### config.mk
export PLATFORM = sky130hd
export DESIGN_NAME = pattern_seq_gen
export DESIGN_NICKNAME = d
export VERILOG_FILES = /design/src/rtl/pattern_seq_gen.sv
export SDC_FILE = /design/constraint.sdc
export NUM_CORES = 1
export LEC_CHECK = 0
export ABC_CLOCK_PERIOD_IN_PS = 1900
export CAP_MARGIN = 20
export CORE_MARGIN = 3
export CORE_UTILIZATION = 25
export DETAILED_ROUTE_END_ITERATION = 6
export PLACE_DENSITY_LB_ADDON = 0.08
export RECOVER_POWER = 50
export SYNTH_ARGS = -nofsm -noshare
export SYNTH_HDL_FRONTEND = slang
export SYNTH_SLANG_ARGS = --single-unit
### constraint.sdc
create_clock -name clk -period 1.9 [get_ports clk]
set_input_delay 0.38 -clock clk [delete_from_list [all_inputs] [get_ports clk]]
set_output_delay 0.38 -clock clk [all_outputs]
set_load 0.02 [all_outputs]
### src/rtl/pattern_seq_gen.sv
// pattern_seq_gen: serial pattern generator.
// A small table of PAT_W-bit patterns is indexed by sel at start; the chosen
// pattern is copied into a private shift register and emitted MSB first on
// 'pattern' with 'valid' high for PAT_W cycles. Optional back-to-back repeat
// (rep), abort on en=0, and a one-cycle 'done' pulse on normal completion.
// Optional feature macro: PATGEN_PROG_EN -- when defined, the table is
// writable through wr_en/wr_addr/wr_data; otherwise the table is constant
// and the write ports are ignored.
module pattern_seq_gen #(
    parameter int PAT_W = 4,
    parameter int SEL_W = 2
) (
    input  logic             clk,
    input  logic             rst,
    input  logic             en,
    input  logic [SEL_W-1:0] sel,
    input  logic             rep,
    input  logic             wr_en,
    input  logic [SEL_W-1:0] wr_addr,
    input  logic [PAT_W-1:0] wr_data,
    output logic             pattern,
    output logic             valid,
    output logic             done
);

    localparam int NSLOT = 1 << SEL_W;
    localparam int CNT_W = $clog2(PAT_W);

    localparam logic [CNT_W-1:0] CNT_LAST = CNT_W'(PAT_W - 1);
    localparam logic [CNT_W-1:0] CNT_ZERO = {CNT_W{1'b0}};
    localparam logic [CNT_W-1:0] CNT_ONE  = CNT_W'(1'b1);

    localparam logic [1:0] ST_IDLE  = 2'd0;
    localparam logic [1:0] ST_SHIFT = 2'd1;
    localparam logic [1:0] ST_HOLD  = 2'd2;

    // Reset/constant table contents: slots 0..3 hold 1100,1101,1110,1111
    // left-aligned in PAT_W (zero-filled below, or truncated to the MSBs).
    function automatic logic [PAT_W-1:0] slot_init(input int idx);
        logic [31:0] full_v;
        if (idx >= 0 && idx < 4) begin
            full_v = {2'b11, 2'(idx), 28'd0};
        end else begin
            full_v = 32'd0;
        end
        return full_v[31 -: PAT_W];
    endfunction

    logic [PAT_W-1:0] table_s [NSLOT];

`ifdef PATGEN_PROG_EN
    logic [PAT_W-1:0] table_q [NSLOT];
    logic [PAT_W-1:0] table_d [NSLOT];

    // Next table contents: the addressed slot takes wr_data on a write strobe.
    always_comb begin
        for (int i = 0; i < NSLOT; i++) begin
            table_d[i] = (wr_en && (wr_addr == SEL_W'(i))) ? wr_data : table_q[i];
        end
    end

    // Table storage; reset restores the default contents and beats any write.
    always_ff @(posedge clk) begin
        if (rst) begin
            for (int i = 0; i < NSLOT; i++) begin
                table_q[i] <= slot_init(i);
            end
        end else begin
            for (int i = 0; i < NSLOT; i++) begin
                table_q[i] <= table_d[i];
            end
        end
    end

    // Starts read the registered table, so a same-cycle write is seen next time.
    always_comb begin
        for (int i = 0; i < NSLOT; i++) begin
            table_s[i] = table_q[i];
        end
    end
`else
    logic unused_wr_s;
    assign unused_wr_s = ^{wr_en, wr_addr, wr_data};

    // Constant table: write ports have no effect in this build.
    always_comb begin
        for (int i = 0; i < NSLOT; i++) begin
            table_s[i] = slot_init(i);
        end
    end
`endif

    logic [1:0]       state_q,   state_d;
    logic [PAT_W-1:0] sr_q,      sr_d;
    logic [CNT_W-1:0] cnt_q,     cnt_d;
    logic             pattern_q, pattern_d;
    logic             valid_q,   valid_d;
    logic             done_q,    done_d;
    logic [PAT_W-1:0] load_s;

    assign load_s = table_s[sel];

    // Sequencer: start/shift/repeat/finish/abort decisions and output values.
    always_comb begin
        state_d   = state_q;
        sr_d      = sr_q;
        cnt_d     = cnt_q;
        pattern_d = 1'b0;
        valid_d   = 1'b0;
        done_d    = 1'b0;
        case (state_q)
            ST_IDLE: begin
                if (en) begin
                    pattern_d = load_s[PAT_W-1];
                    sr_d      = load_s << 1;
                    cnt_d     = CNT_LAST;
                    valid_d   = 1'b1;
                    state_d   = ST_SHIFT;
                end else begin
                    state_d = ST_IDLE;
                end
            end
            ST_SHIFT: begin
                if (!en) begin
                    // Abort wins over completion: no done pulse.
                    cnt_d   = CNT_ZERO;
                    state_d = ST_IDLE;
                end else if (cnt_q != CNT_ZERO) begin
                    pattern_d = sr_q[PAT_W-1];
                    sr_d      = sr_q << 1;
                    cnt_d     = cnt_q - CNT_ONE;
                    valid_d   = 1'b1;
                end else if (rep) begin
                    // Reload with sel resampled, no gap cycle.
                    pattern_d = load_s[PAT_W-1];
                    sr_d      = load_s << 1;
                    cnt_d     = CNT_LAST;
                    valid_d   = 1'b1;
                end else begin
                    done_d  = 1'b1;
                    cnt_d   = CNT_ZERO;
                    state_d = ST_HOLD;
                end
            end
            ST_HOLD: begin
                if (!en) begin
                    state_d = ST_IDLE;
                end else begin
                    state_d = ST_HOLD;
                end
            end
            default: begin
                cnt_d   = CNT_ZERO;
                state_d = ST_IDLE;
            end
        endcase
    end

    // Sequencer and output registers with synchronous reset.
    always_ff @(posedge clk) begin
        if (rst) begin
            state_q   <= ST_IDLE;
            sr_q      <= {PAT_W{1'b0}};
            cnt_q     <= CNT_ZERO;
            pattern_q <= 1'b0;
            valid_q   <= 1'b0;
            done_q    <= 1'b0;
        end else begin
            state_q   <= state_d;
            sr_q      <= sr_d;
            cnt_q     <= cnt_d;
            pattern_q <= pattern_d;
            valid_q   <= valid_d;
            done_q    <= done_d;
        end
    end

    assign pattern = pattern_q;
    assign valid   = valid_q;
    assign done    = done_q;

endmodule

## Word level (Yosys, flattened, before mapping)

Index checks and enable logic that the tools add are counted.

| word-level totals | value |
|---|---|
| input bits | 13 |
| register bits | 11 |
| output and inout port bits | 3 |

| operators by class | value |
|---|---|
| reductions and logical operators | 7 |
| add/sub/neg operators | 1 |
| bitwise operators | 4 |
| magnitude comparators | 1 |
| muxes and demuxes | 30 |
| equal/unequal tests | 7 |

Operators with widths:

| kind | count |
|---|---|
| $mux W4 | 6 |
| $mux W2 | 8 |
| $pmux W2 S3 | 2 |
| $mux W1 | 10 |
| $ne A3 B3 Y1 const B | 3 |
| $bmux W4 S2 | 1 |
| $pmux W4 S2 | 1 |
| $ne A2 B2 Y1 const B | 2 |
| $pmux W1 S2 | 2 |
| $reduce_and A2 Y1 | 2 |
| $reduce_and A4 Y1 | 1 |
| $reduce_bool A2 Y1 | 2 |
| $reduce_or A4 Y1 | 1 |
| $ge A3 B3 Y1 const B | 1 |
| $not A1 Y1 | 3 |
| $not A2 Y3 | 1 |
| $eq A2 B1 Y1 const B | 1 |
| $eq A2 B2 Y1 const B | 1 |
| $logic_not A2 Y1 | 1 |
| $sub A2 B1 Y2 const B | 1 |

## Depth between registers and ports, before layout

Gate-level depths: netlist (run 1).

| logic depth | value |
|---|---|
| depth in word-level cells | 8 |
| depth in mapped cells | 6 |
| gate-level depth less buffers | 5 |

## Worst setup path after synthesis (run 1)

OpenSTA, ideal clock, no wires.

| timing | value |
|---|---|
| path kind | register -> register |
| start | reg state_q[1] |
| end | reg sr_q[1] |
| period minus slack after synthesis | 1.528 ns |
| cell stages (with the launch flop) | 7 |
| arrival time | 1.461 ns |
| path slack | 0.372 ns |
| buffers on the path | 1 |
| cell sequence | dfxtp_1 inv_1 ha_1 or4b_1 clkbuf_2 a21bo_1 a21oi_2 |

| between the ends | value |
|---|---|
| longest elaborated chain between the ends | 3 |
| elaborated cells on any way between the ends | 8 |
| those cells by class | 4 x eq/ne; 1 x mux; 3 x reduce/logical |

RTL lines:

| element | RTL line | text |
|---|---|---|
| from (decl) | 93 | `logic [1:0] state_q, state_d;` |
| from (signal assigned) | 169 | `state_q <= state_d;` |
| $eq A2 B1 Y1 / $logic_not A2 Y1 (equally long branches) | 111 | `case (state_q)` |
| $ne A3 B3 Y1 (no source line) (tied with other cells) | - |  |
| $reduce_and A4 Y1 (no source line) | - |  |
| to (signal assigned) | 163 | `sr_q <= {PAT_W{1'b0}};` |
| to (signal assigned) | 170 | `sr_q <= sr_d;` |
| to (decl) | 94 | `logic [PAT_W-1:0] sr_q, sr_d;` |

Parallel ways exist; a longest one is shown, timed or not.
A chain may end at the register's enable or synchronous reset.

## Worst setup path in the final report (run 1)

Same ends and word-level chain as after synthesis.

==> impl_metrics.ini, run 1 <==
[detailed_routing]
first_iter_violations = 12
ant_nets = 0
drt-pass1-iter-count = 4
routed_via_density = 4.88
num_vias = 439
finalWirelength_um = 1020
post-route-drc-count = 0
wire_per_inst_um = 11.3

[sta]
worstMarginPinSlew_ns = 0.509
period_needed_ns = 1.68
rsz0062_at_grt = false
clock.fmax_mhz = 594
hold_violations = 0
setup_violations = 0
setup_tns_ns = 0
report.final.slew_viol_count = 0
fin_crit_sh_pct = 88.6
finClkSkew_ns = 0.00140
relSlewSlack_pct = 65.7
layout_setup_ws_ns = 0.217

[synthesis]
yosys-top-cells-count = 10 x dfxtp_1, 5 x a21oi_1, 4 x ha_1
synth_area_um2 = 508
ys_types = 28
netlist_instances = 54
ys_ff_latch = 10
seq_area_frac_synth_pct = 39.4
yosys.area_share.simple_pct = 16.7
synth_edf_count = 0
synth_top_family_by_area = compound AO/OA/AOI/OAI gates
yosysMostFrequentCell = dfxtp_1
yosysTopAreaCell = dfxtp_1
yosysWarnings = 0
synth_top_area_share_pct = 39.4
syn_nets = 71
ys_top_cells_by_area = dfxtp_1 39%, ha_1 9.9%, a311oi_1 5.2%, a21oi_1 4.9%, or2_2 2.5%
synth_area_per_cell_um2 = 9.41
async_flop_share_pct = 0
synth_compound_area_share_pct = 27.1
ys.flop_type = dfxtp_1
synthAdderAreaFrac_pct = 9.85
synth_xor_xnor_area_share_pct = 0
muxShareOfSynthArea_pct = 1.97

[setup_path]
crit_arrival_ns = 1.88
r2r_slack_ns = 0.22
rr_startpoint = state_q[1]
startpoint_type = register
end_kind = register
crit_fanout = 7
critPathKind = reg -> reg
cp-startpoint = state_q[1]
crit_required_ns = 2.10

[global_route]
first_global_vias = 384
grt_pass1_wl_um = 1720
globalRoute.totalOverflow = 0
grt.total_usage_pct = 9.10
grt_max_degree = 11
antenna_found_initial = 0

[run_status]
outcome = complete, no violations

[cts]
tritoncts = done
cts.sinks = 10
cts_made_buffers = 3
cts-root-buf = clkbuf_4
worstSkewPairLatency_ns = 0.26
holdBufCountCts = 0
clockBufferDepth = 2
postCtsSetupRepairBufs = 0
clk_pin_slew_ns = 0.07
cts_resized = 0
htreeDepth = 1

[cells_and_area]
utilization_pct = 35.3
final_cell_count_no_fill = 90
syn_to_final_growth_pct = 26.6
diodes = 0
multi_input_area_um2 = 283
stdcell_area_um2 = 643
drive_gt1_share_pct = 13.8
seq_area_um2 = 200
fill_cells = 207
layout.nets = 84

[floorplan]
pin_count = 16
fp.dieW_um = 51.1
initial_core_util_pct = 27.9
die_h_um = 51.1
dieArea_um2 = 2610
core.rowCount = 15
core_um2 = 1820

[placement]
preCtsSetupSlack_ns = 0.0363
placed_cells = 87
place_area_um2 = 628
routabilityCongestion = 0.699
io_buffers = 8
place_hpwl_um = 717

[flow_run]
maxCapViolations = 0

[power]
power_leakage_nw = 0.236
power_density_nw_per_um2 = 744
irDropWorstVdd_mv = 0.266

[hold_path]
worstHoldStart = cnt_q[1]
min_path_type = reg -> reg
-- path summary, 6_finish.rpt --
kind	to	cells after the start
setup / recovery	sr_q[1]	5
hold / removal	cnt_q[1]	2
setup reg to reg	sr_q[1]	5
hold reg to reg	cnt_q[1]	2
-- worst max-delay path: stages, from the launching register on --
cell and delay [ns]:
dfxtp_1 0.33, inv_1 0.09, ha_1 0.26, or4b_1 0.60
a21bo_1 0.23, a21oi_2 0.11
-- kinds of logic (layout without fill, tap and decap cells) --
kind of cell | after synthesis | in the layout
adders and majority gates | 4 | 4
and+or+nand+nor | 14 | 14
DFF | 10 | 10
AOI/OAI and AO/OA | 19 | 19
muxes | 1 | 1
buffers and inverters | 6 | 17
-- per-stage QoR --
stage	total power (W)	hold slack, ns
finish	0.000479	0.524
global route	0.000516	0.549
CTS	0.000493	0.527
detailed placement	0.000340	0.518
global placement	0.000341	0.508
floorplan	0.000305	0.456
-- layer usage --
metal  vias up  global-route usage (%)  share of wire (%)
met3         4                    4.08                6.6
li1        230                       -                  -
met2         9                    10.5                 39
met4         0                    6.73                2.8
met1       196                    12.6                 51
met5         -                       0                  0
-- registers in the layout (all words and copies together), names as in the netlist --
register  cells
valid         1
cnt_q         2
done          1
sr_q          3
state_q       2
pattern       1
-- layout by cell type (no fill, tap or decap), types with 2 or more instances in the layout --
cell,instances
a311oi_1,3
or2_2,2
clkbuf_4,3
nor2_1,3
nand2_1,2
clkbuf_1,2
o21ai_0,2
inv_1,3
ha_1,4
clkdlybuf4s50_1,7
a21oi_1,5
dfxtp_1,10
-- area by class of cell --
type / count / share of cell area (%)
Tap cell: 25 / 4.86
Clock buffer: 3 / 3.50
Timing Repair Buffer: 11 / 14.8
Multi-Input combinational cell: 38 / 44.0
Inverter: 3 / 1.75
Sequential cell: 10 / 31.1
-- power breakdown --
group / total (W) / switching [W] / internal, W
logic: 0.0000941 / 0.0000477 / 0.0000464
registers: 0.000238 / 0.0000112 / 0.000226
clock network: 0.000147 / 0.0000736 / 0.0000732
total: 0.000479 / 0.000133 / 0.000346
(Power assumes the default switching activity.)
==> run 2, diff against run 1 <==
ABC_CLOCK_PERIOD_IN_PS = 1600   (was 1900)
clock period = 1.6 ns   (was 1.9 ns; I/O delays follow)
==> impl_metrics.ini, run 2 (synthesis gave the netlist of run 1 again) <==
[cts]
cts_made_buffers = 3
holdBufCountCts = 0
worstSkewPairLatency_ns = 0.26
tritoncts = done
postCtsSetupRepairBufs = 0
htreeDepth = 1
cts-root-buf = clkbuf_4
cts_resized = 0
cts.sinks = 10
clk_pin_slew_ns = 0.06
clockBufferDepth = 2

[placement]
preCtsSetupSlack_ns = -0.220
place_area_um2 = 651
io_buffers = 8
routabilityCongestion = 0.706
place_hpwl_um = 748
placed_cells = 90

[cells_and_area]
largest_register = sr_q
final_cell_count_no_fill = 93
final_common_cell = dfxtp_1
stdcell_area_um2 = 678
layout.nets = 87
largestRegisters = sr_q: 3 flops, cnt_q: 2 flops, state_q: 2 flops
largest_reg_flops = 3
drive_gt1_share_pct = 23.5
fill_cells = 202
diodes = 0
layout_common_cells = 10 x dfxtp_1, 8 x clkdlybuf4s50_1, 5 x a21oi_1, 5 x buf_4
syn_to_final_growth_pct = 33.5

[floorplan]
pin_count = 16
initial_core_util_pct = 27.9
die_h_um = 51.1
fp.dieW_um = 51.1
core.rowCount = 15
dieArea_um2 = 2610
core_um2 = 1820

[sta]
report.final.slew_viol_count = 0
worstMarginPinSlew_ns = 0.340
setup_violations = 0
clock.fmax_mhz = 671
relSlewSlack_pct = 77.2
layout_setup_ws_ns = 0.110
hold_violations = 0
period_needed_ns = 1.49
rsz0062_at_grt = false
setup_tns_ns = 0
finClkSkew_ns = 0.00128
fin_crit_sh_pct = 93.1

[flow_run]
maxCapViolations = 0

[global_route]
grt_max_degree = 11
grt_pass1_wl_um = 1720
grt.total_usage_pct = 8.95
antenna_found_initial = 0
first_global_vias = 385
globalRoute.totalOverflow = 0

[hold_path]
worstHoldStart = sr_q[3]
min_path_type = reg -> reg

[setup_path]
crit_path_cell_trace = ha_1, or4b_4, a21bo_1, a21oi_2
rr_startpoint = state_q[0]
critPathKind = reg -> reg
cp-startpoint = state_q[0]
cpPeakStageDelay_ns = 0.53
startpoint_type = register
cp_slowest_cell = or4b_4
cpLargestDelayFamily = simple AND/OR/NAND/NOR gates
crit_required_ns = 1.80
crit_fanout = 7
crit_arrival_ns = 1.69
cp_num_buf_inv = 0
end_kind = register

[detailed_routing]
first_iter_violations = 9
post-route-drc-count = 0
finalWirelength_um = 1010
drt-pass1-iter-count = 4
num_vias = 434
routed_via_density = 4.67
ant_nets = 0
wire_per_inst_um = 10.8

[power]
p_total_w = 0.000574
power_density_nw_per_um2 = 846
irDropWorstVdd_mv = 0.342
power_leakage_nw = 0.259

[run_status]
outcome = complete, no violations
-- run 2: layer usage --
layer  up-vias  global-route usage (%)  wire length, um
met5         -                       0                0
met4         0                    2.69               12
met3         2                    5.83               79
met2        11                    11.8              410
met1       190                    11.6              505
li1        231                       -                -
-- run 2: power by group --
part	total (W)	internal, W	switching [W]
registers	0.000283	0.000269	0.0000143
logic	0.000123	0.0000641	0.0000586
clock network	0.000168	0.0000867	0.0000811
-- run 2: worst paths after layout --
kind / end / slack [ns] / cells after the start
worst min register to register: sr_q[3] / 0.52 / 2
worst max-delay path: sr_q[1] / 0.11 / 4
worst max register to register: sr_q[1] / 0.11 / 4
worst min-delay path: sr_q[3] / 0.52 / 2
-- run 2: through the flow --
step                      hold slack (ns)  utilization, %
after floorplan                     0.396               -
after global placement              0.508            35.7
after detailed placement            0.515            35.7
after CTS                           0.524            37.0
after global routing                0.545            37.3
final                               0.518            37.3
-- run 2: worst register-to-register path, stage by stage, from the launching register on --
cell and delay (ns):
dfxtp_1 0.35, ha_1 0.23, or4b_4 0.53, a21bo_1 0.20
a21oi_2 0.11
-- run 2: final cells by class --
type / count / area, um^2 / area share (%)
multi-input combinational: 38 / 288 / 42.4
sequential: 10 / 200 / 29.5
clock buffer: 3 / 22.5 / 3.32
timing repair buffer: 14 / 125 / 18.5
tap: 25 / 31.3 / 4.61
inverter: 3 / 11.3 / 1.66
==> run 3, diff against run 2 <==
ABC_AREA = 1   (was default)
MAX_ROUTING_LAYER = met4   (was default)
==> impl_metrics.ini, run 3 <==
[run_status]
outcome = complete, no violations

[synthesis]
ys_ff_latch = 10
synth_top_family_by_area = simple AND/OR/NAND/NOR gates
synth_compound_area_share_pct = 6.73
netlist_instances = 80
yosysMostFrequentCell = nand2_1
synth_area_per_cell_um2 = 6.74
yosysWarnings = 0
synth_xor_xnor_area_share_pct = 0
muxShareOfSynthArea_pct = 0
seq_area_frac_synth_pct = 37.1
yosysTopAreaCell = dfxtp_1
ys_types = 14
ys_top_cells_by_area = dfxtp_1 37%, nand2_1 15%, nor2_1 9.7%, ha_1 9.3%, inv_1 9.0%
synthAdderAreaFrac_pct = 9.28
synth_area_um2 = 539
synth_top_area_share_pct = 37.1
syn_nets = 97
yosys-top-cells-count = 21 x nand2_1, 14 x nor2_1, 13 x inv_1, 10 x dfxtp_1, 5 x nand2_2
async_flop_share_pct = 0
yosys.area_share.simple_pct = 36.9
synth_edf_count = 0
ys.flop_type = dfxtp_1

[flow_run]
maxCapViolations = 0

[cells_and_area]
final_cell_count_no_fill = 118
diodes = 0
syn_to_final_growth_pct = 24.8
largest_register = sr_q
largestRegisters = sr_q: 3 flops, cnt_q: 2 flops, state_q: 2 flops
layout.nets = 110
final_common_cell = nand2_1
largest_reg_flops = 3
layout_common_cells = 22 x nand2_1, 14 x nor2_1, 13 x inv_1
drive_gt1_share_pct = 11.0
utilization_pct = 33.6

[setup_path]
crit_path_cell_trace = clkdlybuf4s50_1
crit_required_ns = 1.28
cp_num_buf_inv = 1
critPathKind = reg -> out
cp_slowest_cell = clkdlybuf4s50_1
cp.depth = 1
cpPeakStageDelay_ns = 0.60
rr_startpoint = state_q[1]
r2r_slack_ns = 0.26
cpLargestDelayFamily = buffers and inverters
startpoint_type = register
cp-startpoint = valid
crit_arrival_ns = 1.16
crit_fanout = 1
crit_end = valid
r2r_cells = 8
end_kind = primary output
rr_endpoint = state_q[0]

[floorplan]
dieArea_um2 = 2750
initial_core_util_pct = 26.9
pin_count = 16
core.rowCount = 16
die_h_um = 52.4
fp.dieW_um = 52.4
core_um2 = 2000

[placement]
preCtsSetupSlack_ns = 0.131
placed_cells = 115
place_hpwl_um = 805
routabilityCongestion = 0.745
io_buffers = 8

[cts]
tritoncts = done
htreeDepth = 1
cts.sinks = 10
cts_resized = 0
clk_pin_slew_ns = 0.06
cts_made_buffers = 3
postCtsSetupRepairBufs = 0
worstSkewPairLatency_ns = 0.26
cts-root-buf = clkbuf_4
holdBufCountCts = 0
clockBufferDepth = 2

[global_route]
top_usage_layer = met2
met3_usage_pct = 6.55
grt_pass1_wl_um = 1930
grt_use_met2_pct = 13.4
grt.total_usage_pct = 10.0
first_global_vias = 461
grt_max_degree = 9
antenna_found_initial = 0
globalRoute.totalOverflow = 0
grtUsageMet1_pct = 12.2

[power]
power_density_nw_per_um2 = 939
power_leakage_nw = 0.339
irDropWorstVdd_mv = 0.418

[sta]
clock.fmax_mhz = 676
period_needed_ns = 1.48
finClkSkew_ns = 0.000512
layout_setup_ws_ns = 0.121
setup_violations = 0
relSlewSlack_pct = 82.8
setup_tns_ns = 0
hold_violations = 0
fin_crit_sh_pct = 92.5
worstMarginPinSlew_ns = 0.258
report.final.slew_viol_count = 0
rsz0062_at_grt = false

[detailed_routing]
num_vias = 477
routed_via_density = 4.04
first_iter_violations = 3
wire_per_inst_um = 8.65
finalWirelength_um = 1020
drt-pass1-iter-count = 4
post-route-drc-count = 0
ant_nets = 0

[hold_path]
min_path_type = reg -> reg
run 3: changes by cell type in the layout (fill, tap and decap cells not counted), sizes merged, moves of 2 or more:
| cell | previous run | this run |
|---|---|---|
| nand2 | 2 | 26 |
| nor2 | 3 | 15 |
| inv | 3 | 13 |
| buf | 5 | 0 |
| a21oi | 6 | 2 |
| a311oi | 3 | 0 |
| nand3 | 1 | 4 |
| or2 | 2 | 0 |
run 3: cell families (layout without fill, tap and decap cells):
| group | Yosys count | in the layout |
|---|---|---|
| AND/OR/NAND/NOR | 46 | 46 |
| flip-flops | 10 | 10 |
| AO/OA/AOI/OAI | 6 | 6 |
| buffers and inverters | 14 | 25 |
| adder cells (fa/ha/maj) | 4 | 4 |
run 3: stage by stage:
| step | area (um^2) | total power (W) | hold WS, ns |
|---|---|---|---|
| 2_1_floorplan | 539 | 0.000428 | 0.399 |
| 3_3_place_gp | 653 | 0.000480 | 0.497 |
| 3_5_place_dp | 653 | 0.000480 | 0.499 |
| 4_1_cts | 676 | 0.000647 | 0.512 |
| 5_1_grt | 673 | 0.000694 | 0.560 |
| 6_report | 673 | 0.000632 | 0.507 |
run 3: worst min path at each step:
stage / from / to / slack [ns] / depth (start not counted)
floorplan: rst / done / 0.40 / 1
global placement: sr_q[3] / pattern / 0.50 / 2
detailed placement: sr_q[3] / sr_q[3] / 0.50 / 4
CTS: sr_q[3] / sr_q[3] / 0.51 / 4
global route: sr_q[3] / pattern / 0.56 / 2
finish: sr_q[3] / pattern / 0.51 / 2
run 3: metal layers:
layer / up-vias / routed length (um)
li1: 262 / -
met1: 203 / 527
met2: 10 / 405
met3: 2 / 79
met4: 0 / 9
met5: - / 0
run 3: cell type report:
class | instances | area [um^2]
Inverter | 14 | 53.8
Timing Repair Buffer | 8 | 80.1
Clock buffer | 3 | 22.5
Sequential cell | 10 | 200
Multi-Input combinational cell | 56 | 283
Fill cell | 235 | 1330
Tap cell | 27 | 33.8
run 3: power by group:
group          internal, W  leakage (nW)  switching (W)
registers         0.000279        0.0828      0.0000234
clock network    0.0000863        0.0138      0.0000747
logic            0.0000698         0.242      0.0000991
total             0.000435         0.339       0.000197
